$ cat config.mk
export PLATFORM = sky130hd
export DESIGN_NAME = cdb_arbiter
export DESIGN_NICKNAME = d
export VERILOG_FILES = /design/src/rtl/cdb_pkg.sv /design/src/rtl/cdb_rr_pick.sv /design/src/rtl/cdb_arbiter.sv
export SDC_FILE = /design/constraint.sdc
export NUM_CORES = 1
export LEC_CHECK = 0
export BUFFER_PORTS_ARGS = -buffer_cell sky130_fd_sc_hd__buf_2
export CAP_MARGIN = 20
export CORE_UTILIZATION = 55
export DETAILED_ROUTE_END_ITERATION = 10
export HOLD_SLACK_MARGIN = 0.1
export PLACE_DENSITY = 0.72
export SYNTH_ARGS = -nofsm -noshare
export SYNTH_HDL_FRONTEND = slang
export SYNTH_SLANG_ARGS = --single-unit
export TNS_END_PERCENT = 10
$ cat constraint.sdc
create_clock -name clk -period 9.6 [get_ports clk]
set_clock_uncertainty 0.2 [all_clocks]
set_input_delay 0 -clock clk [delete_from_list [all_inputs] [get_ports clk]]
set_output_delay 0 -clock clk [all_outputs]
set_load 0.1 [all_outputs]
$ cat src/rtl/cdb_pkg.sv
// Shared CDB definitions: functional-unit ids, default sizing and the arbiter FSM state type.
package cdb_pkg;

  localparam int NUM_FU_DEF  = 4;
  localparam int FU_ID_W_DEF = 4;

  localparam int FU_ALU    = 0;
  localparam int FU_BRANCH = 1;
  localparam int FU_LSU    = 2;
  localparam int FU_MUL    = 3;

  typedef enum logic {
    RUN     = 1'b0,
    BLOCKED = 1'b1
  } cdb_state_e;

endpackage

$ cat src/rtl/cdb_rr_pick.sv
// Combinational rotate-priority picker: first set bit of req at or above ptr, wrapping.
// Returns a one-hot grant, its binary index, and whether any request was present.
import cdb_pkg::*;

module cdb_rr_pick #(
  parameter int N     = NUM_FU_DEF,
  parameter int IDX_W = 2
) (
  input  logic [N-1:0]     req,
  input  logic [IDX_W-1:0] ptr,
  output logic [N-1:0]     gnt,
  output logic [IDX_W-1:0] idx,
  output logic             any
);

  logic [2*N-1:0]  dreq;
  logic [N-1:0]    rot;
  logic [IDX_W-1:0] off;
  logic [IDX_W:0]  sum;

  always_comb begin
    dreq = {req, req} >> ptr;
    rot  = dreq[N-1:0];
    any  = 1'b0;
    off  = '0;
    for (int k = 0; k < N; k++) begin
      if (!any && rot[k]) begin
        any = 1'b1;
        off = IDX_W'(k);
      end
    end
    // Rotated offset back to an absolute FU index, modulo N.
    sum = {1'b0, ptr} + {1'b0, off};
    if (sum >= (IDX_W+1)'(N)) sum = sum - (IDX_W+1)'(N);
    idx = sum[IDX_W-1:0];
    gnt = '0;
    for (int i = 0; i < N; i++) gnt[i] = any && (idx == IDX_W'(i));
  end

endmodule

$ cat src/rtl/cdb_arbiter.sv
// CDB arbiter: one registered one-hot ack per cycle, ROB back-pressure FSM, starvation monitor.
// Define CDB_ARB_FIXED_PRIO_EN for fixed lowest-index priority instead of round-robin.
import cdb_pkg::*;

module cdb_arbiter #(
  parameter int NUM_FU       = NUM_FU_DEF,
  parameter int FU_ID_W      = FU_ID_W_DEF,
  parameter int STARVE_LIMIT = 15
) (
  input  logic               clk,
  input  logic               reset,
  input  logic [NUM_FU-1:0]  fu_req,
  input  logic               rob_full,
  output logic [NUM_FU-1:0]  fu_ack,
  output logic               cdb_valid,
  output logic [FU_ID_W-1:0] cdb_fu_id,
  output logic               starve_err
);

  localparam int PTR_W  = (NUM_FU > 1) ? $clog2(NUM_FU) : 1;
  localparam int WAIT_W = $clog2(STARVE_LIMIT + 1);
  localparam logic [WAIT_W-1:0] WAIT_MAX = '1;
  localparam logic [WAIT_W-1:0] WAIT_LIM = WAIT_W'(STARVE_LIMIT);

  cdb_state_e         state, state_nxt;
  logic [PTR_W-1:0]   pick_ptr;
  logic [NUM_FU-1:0]  pick_gnt;
  logic [PTR_W-1:0]   pick_idx;
  logic               pick_any;
  logic               grant_en;
  logic               starve_hit;
  logic [WAIT_W-1:0]  wait_cnt [NUM_FU];
  logic [WAIT_W-1:0]  wait_nxt [NUM_FU];

  assign grant_en = !rob_full;

  cdb_rr_pick #(
    .N     (NUM_FU),
    .IDX_W (PTR_W)
  ) u_pick (
    .req (fu_req),
    .ptr (pick_ptr),
    .gnt (pick_gnt),
    .idx (pick_idx),
    .any (pick_any)
  );

`ifdef CDB_ARB_FIXED_PRIO_EN
  assign pick_ptr = '0;
`else
  logic [PTR_W-1:0] ptr;

  always_ff @(posedge clk or negedge reset) begin
    if (!reset) begin
      ptr <= '0;
    end else if (grant_en && pick_any) begin
      ptr <= (pick_idx == PTR_W'(NUM_FU - 1)) ? '0 : pick_idx + 1'b1;
    end
  end

  assign pick_ptr = ptr;
`endif

  always_comb begin
    state_nxt = state;
    case (state)
      RUN:     if (rob_full)  state_nxt = BLOCKED;
      BLOCKED: if (!rob_full) state_nxt = RUN;
      default: state_nxt = RUN;
    endcase
  end

  // Waits count only on edges that actually arbitrate from RUN; BLOCKED freezes them.
  always_comb begin
    starve_hit = 1'b0;
    for (int i = 0; i < NUM_FU; i++) begin
      wait_nxt[i] = wait_cnt[i];
      if (!fu_req[i] || (grant_en && pick_gnt[i])) begin
        wait_nxt[i] = '0;
      end else if (state == RUN && grant_en && wait_cnt[i] != WAIT_MAX) begin
        wait_nxt[i] = wait_cnt[i] + 1'b1;
      end
      if (wait_nxt[i] >= WAIT_LIM) starve_hit = 1'b1;
    end
  end

  always_ff @(posedge clk or negedge reset) begin
    if (!reset) begin
      state      <= RUN;
      fu_ack     <= '0;
      cdb_valid  <= 1'b0;
      cdb_fu_id  <= '0;
      starve_err <= 1'b0;
      for (int i = 0; i < NUM_FU; i++) wait_cnt[i] <= '0;
    end else begin
      state    <= state_nxt;
      wait_cnt <= wait_nxt;
      if (starve_hit) starve_err <= 1'b1;
      if (grant_en && pick_any) begin
        fu_ack    <= pick_gnt;
        cdb_valid <= 1'b1;
        cdb_fu_id <= FU_ID_W'(pick_idx);
      end else begin
        fu_ack    <= '0;
        cdb_valid <= 1'b0;
      end
    end
  end

endmodule
After elaboration in Yosys (flattened, before gate mapping). Cells that the tools add are included.

Output and inout bits: 10. Bits in registers: 27. Word-level logic and storage cells: 85. Input bits: 7.

Bitwise operators: 1. Shifts and indexed selects: 1. Equal/unequal tests: 7. $add $sub $neg: 7. Muxes and demuxes: 24. Reduce and logical (&&, ||, !) cells: 30. Order comparisons: 5.

Operators by type and width (number): $mux 4 (9); $logic_and 1x1->1 (17); $add 4x1->4 const B (4); $ge 4x4->1 const B (4); $ne 4x4->1 const B (4); $mux 1 (11); $logic_not 1->1 (8); $mux 2 (4); $shr 8x2->4 (1); $eq 2x2->1 const B (2); $logic_or 1x1->1 (4); $add 2x2->3 (1); $ge 3x3->1 const B (1); $add 2x1->2 const B (1); $eq 2x1->1 const B (1); $logic_not 2->1 (1); $sub 2x1->2 const B (1); $not 1->1 (1).

Logic depth before layout (Yosys ltp).
Depth in word-level cells: 24. Mapped depth: 14. Mapped depth without buffers: 13.

Modules after synthesis. From an unflattened synthesis, not the netlist that was laid out.

Cell total of the unflattened synthesis: 165. Area total of the unflattened synthesis: 1679.1 um^2.

By module, submodules not included: cdb_arbiter (area an instance 1401.3 um^2, times used 1, cells an instance 125); cdb_rr_pick (area an instance 277.8 um^2, times used 1, cells an instance 40).

Least setup slack after synthesis. OpenSTA, ideal clock, no wires.

Path type: register -> register. Start: reg ptr[1] (netlist: pick_ptr[1]). End: reg starve_err. Setup time: 0.139 ns. Setup slack: 6.504 ns. Arrival: 2.757 ns. Stages on the path, launching flop included: 14. Clock period less this slack: 3.096 ns. Required time: 9.261 ns. Path through: dfrtp_1 > clkbuf_1 > o21ai_0 > a21oi_1 > o31a_1 > ha_1 > xnor2_1 > and4_1 > nor2_1 > ha_1 > inv_1 > o21ai_0 > nor4_1 > or4_1.

Cells in the longest elaborated chain, start to end: 24. Elaborated cells on any way between the ends: 46.

RTL lines: from (decl) (line cdb_arbiter.sv:51) `logic [PTR_W-1:0] ptr;`; from (signal assigned) (line cdb_arbiter.sv:57) `ptr <= (pick_idx == PTR_W'(NUM_FU - 1)) ? '0 : pick_idx + 1'b1;`; $shr 8x2->4 (line cdb_rr_pick.sv:22) `dreq = {req, req} >> ptr;`; $mux 1 (line cdb_rr_pick.sv:27) `if (!any && rot[k]) begin`; $logic_not 1->1 (line cdb_rr_pick.sv:27); $logic_and 1x1->1 (line cdb_rr_pick.sv:27); $mux 1 (line cdb_rr_pick.sv:27); $logic_not 1->1 (line cdb_rr_pick.sv:27); $logic_and 1x1->1 (line cdb_rr_pick.sv:27); $mux 1 (line cdb_rr_pick.sv:27); [6 not listed]; via pick_idx[1] (line cdb_arbiter.sv:28) `logic [PTR_W-1:0] pick_idx;`; $logic_not 2->1 (line cdb_rr_pick.sv:37) `for (int i = 0; i < N; i++) gnt[i] = any && (idx == IDX_W'(i));`; $logic_and 1x1->1 (line cdb_rr_pick.sv:37); $logic_and 1x1->1 (line cdb_arbiter.sv:78) `if (!fu_req[i] || (grant_en && pick_gnt[i])) begin`; $logic_or 1x1->1 (line cdb_arbiter.sv:78); $mux 4 (line cdb_arbiter.sv:78); $ge 4x4->1 (line cdb_arbiter.sv:83) `if (wait_nxt[i] >= WAIT_LIM) starve_hit = 1'b1;`; $mux 1 (3 in a row) (line cdb_arbiter.sv:83); $mux 1 * (line cdb_arbiter.sv:83); to (signal assigned) (line cdb_arbiter.sv:93) `starve_err <= 1'b0;`; to (signal assigned) (line cdb_arbiter.sv:98) `if (starve_hit) starve_err <= 1'b1;`; to (decl) (line cdb_arbiter.sv:17) `output logic starve_err`.

The timed path passes the listed nets; every way through them passes the cells marked *. A chain may end at the register's enable or synchronous reset.

Worst setup path in the final report. Same ends and word-level chain as after synthesis.

==> run metrics <==
pin count of the biggest net entering global routing 28; Yosys cell types 41; CTS buffer count 3; antenna cells 0; share of layout cells above drive strength 1 0.1323; number of antenna-violating nets in the routed design 0; synthesis-to-layout area growth 10.80%; mean routed wirelength per cell 16.40 µm; Placer Congestion 0.8689; Tcrit/Tclk final 0.3594; global route total overflow 0; Mapped Cells 171; Initial Util 0.5870; EDFF count, synth 0; Max transition margin 0.5865; DRT Pass-1 Iters 4; max frequency 289.8 MHz; CP Launch Type flip-flop; Cell Area, Synth 1633 µm²; RSZ-0062 raised after global routing no; worst path cell trace o21ai_0 -> a21oi_1 -> o31a_1 -> ha_1 -> xnor2_1 -> and4_1 -> nor2_1 -> ha_1 -> inv_1 -> o21ai_0 -> nor4_1 -> or4_1; initial antenna violation count 0; number of instances resized during post-cts repair 0; design area 1809 µm²; Leak 0.7746 nW; slowest cell on the critical path dfrtp_1; drt total wl 3608 µm; WP data required 9.62 ns; TNS Setup 0 ns; Hold Buf Count CTS 8; reg2reg end starve_err; Final Setup Violations 0; crit path DAT 3.47 ns; slack of the critical path 6.150 ns; Final Hold Fails 0; Most used DFF post-synth dfrtp_1; vias in the first global route 1406; initial DRC count 59; min Tclk post-route 3.450 ns; H-tree levels 1; die span in y 56.49 µm; core area 2781 µm²; clk_lat worst skew 0.32 ns; Least-Margin Pin Slew 0.6161 ns; Setup crit end starve_err; fin util 0.6505; Max clock buf depth 2; die area 3191 µm²; Overall Power 0.4348 mW; port bufs 14; largest fanout on the critical path 12; Rows 19; peak supply drop 0.0002727 V; Worst Setup End Kind flip-flop; CP peak stage delay 0.53 ns; dpl cell area 1693 µm²; routed via count 1390; R2R setup slack 6.15 ns; reg2reg path depth 12; most frequent cells in the layout 27 x dfrtp_1, 18 x nor2_1, 14 x buf_2; # nets final 206; clk root buf clkbuf_4; first-pass GRT wire length 6313 µm; Max Cap Viol 0; die width 56.49 µm; total I/O pin count 17; kind of critical path reg2reg; most common cell after layout, fill and taps aside dfrtp_1; Max Slew Vio Count 0; status finished clean; Post-CTS Setup Bufs 0; asr flop ratio synth 1.000; Worst-path clk slew 0.15 ns; CTS tree built; drt via density 6.318; Pwr per Cell Area 240.3 nW/µm²; Synth warnings 0; dpl ws 6.171 ns; RR Startpoint pick_ptr[1]; sequential fraction of the synthesis area 0.4138; Avg Cell Area, Syn 9.549 µm²; DRC 0; worst min path class in2reg; clock sinks 27; Yosys reg bits 27; GRT Util Overall 0.2483; Worst setup startpoint pick_ptr[1]; Final HPWL DP 2462 µm
## worst max-delay path, delay by kind of cell (launching register included)
| kind | cells | cell delay (ns) |
|---|---|---|
| buffers and inverters | 1 | 0.06 |
| adder cells (fa/ha/maj) | 2 | 0.40 |
| AO/OA/AOI/OAI | 4 | 1.03 |
| flip-flops | 1 | 0.53 |
| AND/OR/NAND/NOR | 4 | 0.98 |
| XOR/XNOR | 1 | 0.15 |
## layout make-up
class | instances | area, µm²
tap | 31 | 38.79
sequential | 27 | 675.6
timing repair buffer | 22 | 160.2
multi-input combinational | 125 | 867.1
inverter | 11 | 41.29
fill | 243 | 972.2
clock buffer | 4 | 26.28
## state kept, by name, summed over array words and instances (netlist names)
signal,count
wait_cnt,16
cdb_valid,1
state,1
pick_ptr,2
cdb_fu_id,2
fu_ack,4
starve_err,1
## through the flow
stage / hold WS (ns) / instances
final: 0.3026 / 220
after global routing: 0.2973 / 220
after CTS: 0.2919 / 220
after detailed placement: -0.1553 / 208
after global placement: -0.1654 / 208
after floorplan: -0.4956 / 172
## Yosys cell counts, drive strengths merged, types with 2 or more instances
library cell	count	area (µm²)
dfrtp	27	675.7
nor2	19	73.82
inv	11	41.29
xnor2	11	96.34
nand2	10	37.54
ha	9	112.6
o21ai	9	45.04
nor3	7	35.03
a21oi	6	30.03
clkbuf	5	18.77
a311oi	4	41.29
and4	4	35.03
buf	4	33.78
mux2i	4	40.04
nand4	4	25.02
o31a	4	35.03
a211oi	3	22.52
nor3b	3	22.52
nor4	3	18.77
o311ai	3	33.79
or2	3	18.77
and3b	2	17.52
o211ai	2	15.01
o31ai	2	15.01
## how the worst min path moves through the flow
stage                     startpoint           end  cells after the start
after global routing        rob_full         state                      2
after detailed placement       reset   wait_cnt[4]                      1
final                       rob_full         state                      2
after floorplan                reset  cdb_fu_id[0]                      0
after global placement         reset  wait_cnt[14]                      1
after CTS                   rob_full         state                      2
## metal layers
layer,GRT usage,part of all wire,up-vias
met4,0.1115,0.021,0
met3,0.04147,0.055,12
met5,0,0,-
li1,-,-,653
met2,0.4017,0.47,60
met1,0.3258,0.46,665
## cells by family (layout without fill, tap and decap cells)
group	after synthesis	after routing	synth area share
muxes	4	4	0.02452
adders and majority gates	9	9	0.06897
DFF	27	27	0.4138
AOI/OAI and AO/OA	40	40	0.1816
other	1	2	0.002297
buffers and inverters	20	37	0.05747
xor gates and xnor gates	12	12	0.06437
and+or+nand+nor	58	58	0.1870
## power breakdown
group	internal [mW]	switching (mW)	total [mW]	leakage, nW
combinational	0.0566	0.170	0.227	0.403
sequential	0.135	0.0231	0.158	0.356
clock	0.0163	0.0335	0.0498	0.0150
Note: power is estimated with default switching activity, not from simulation.
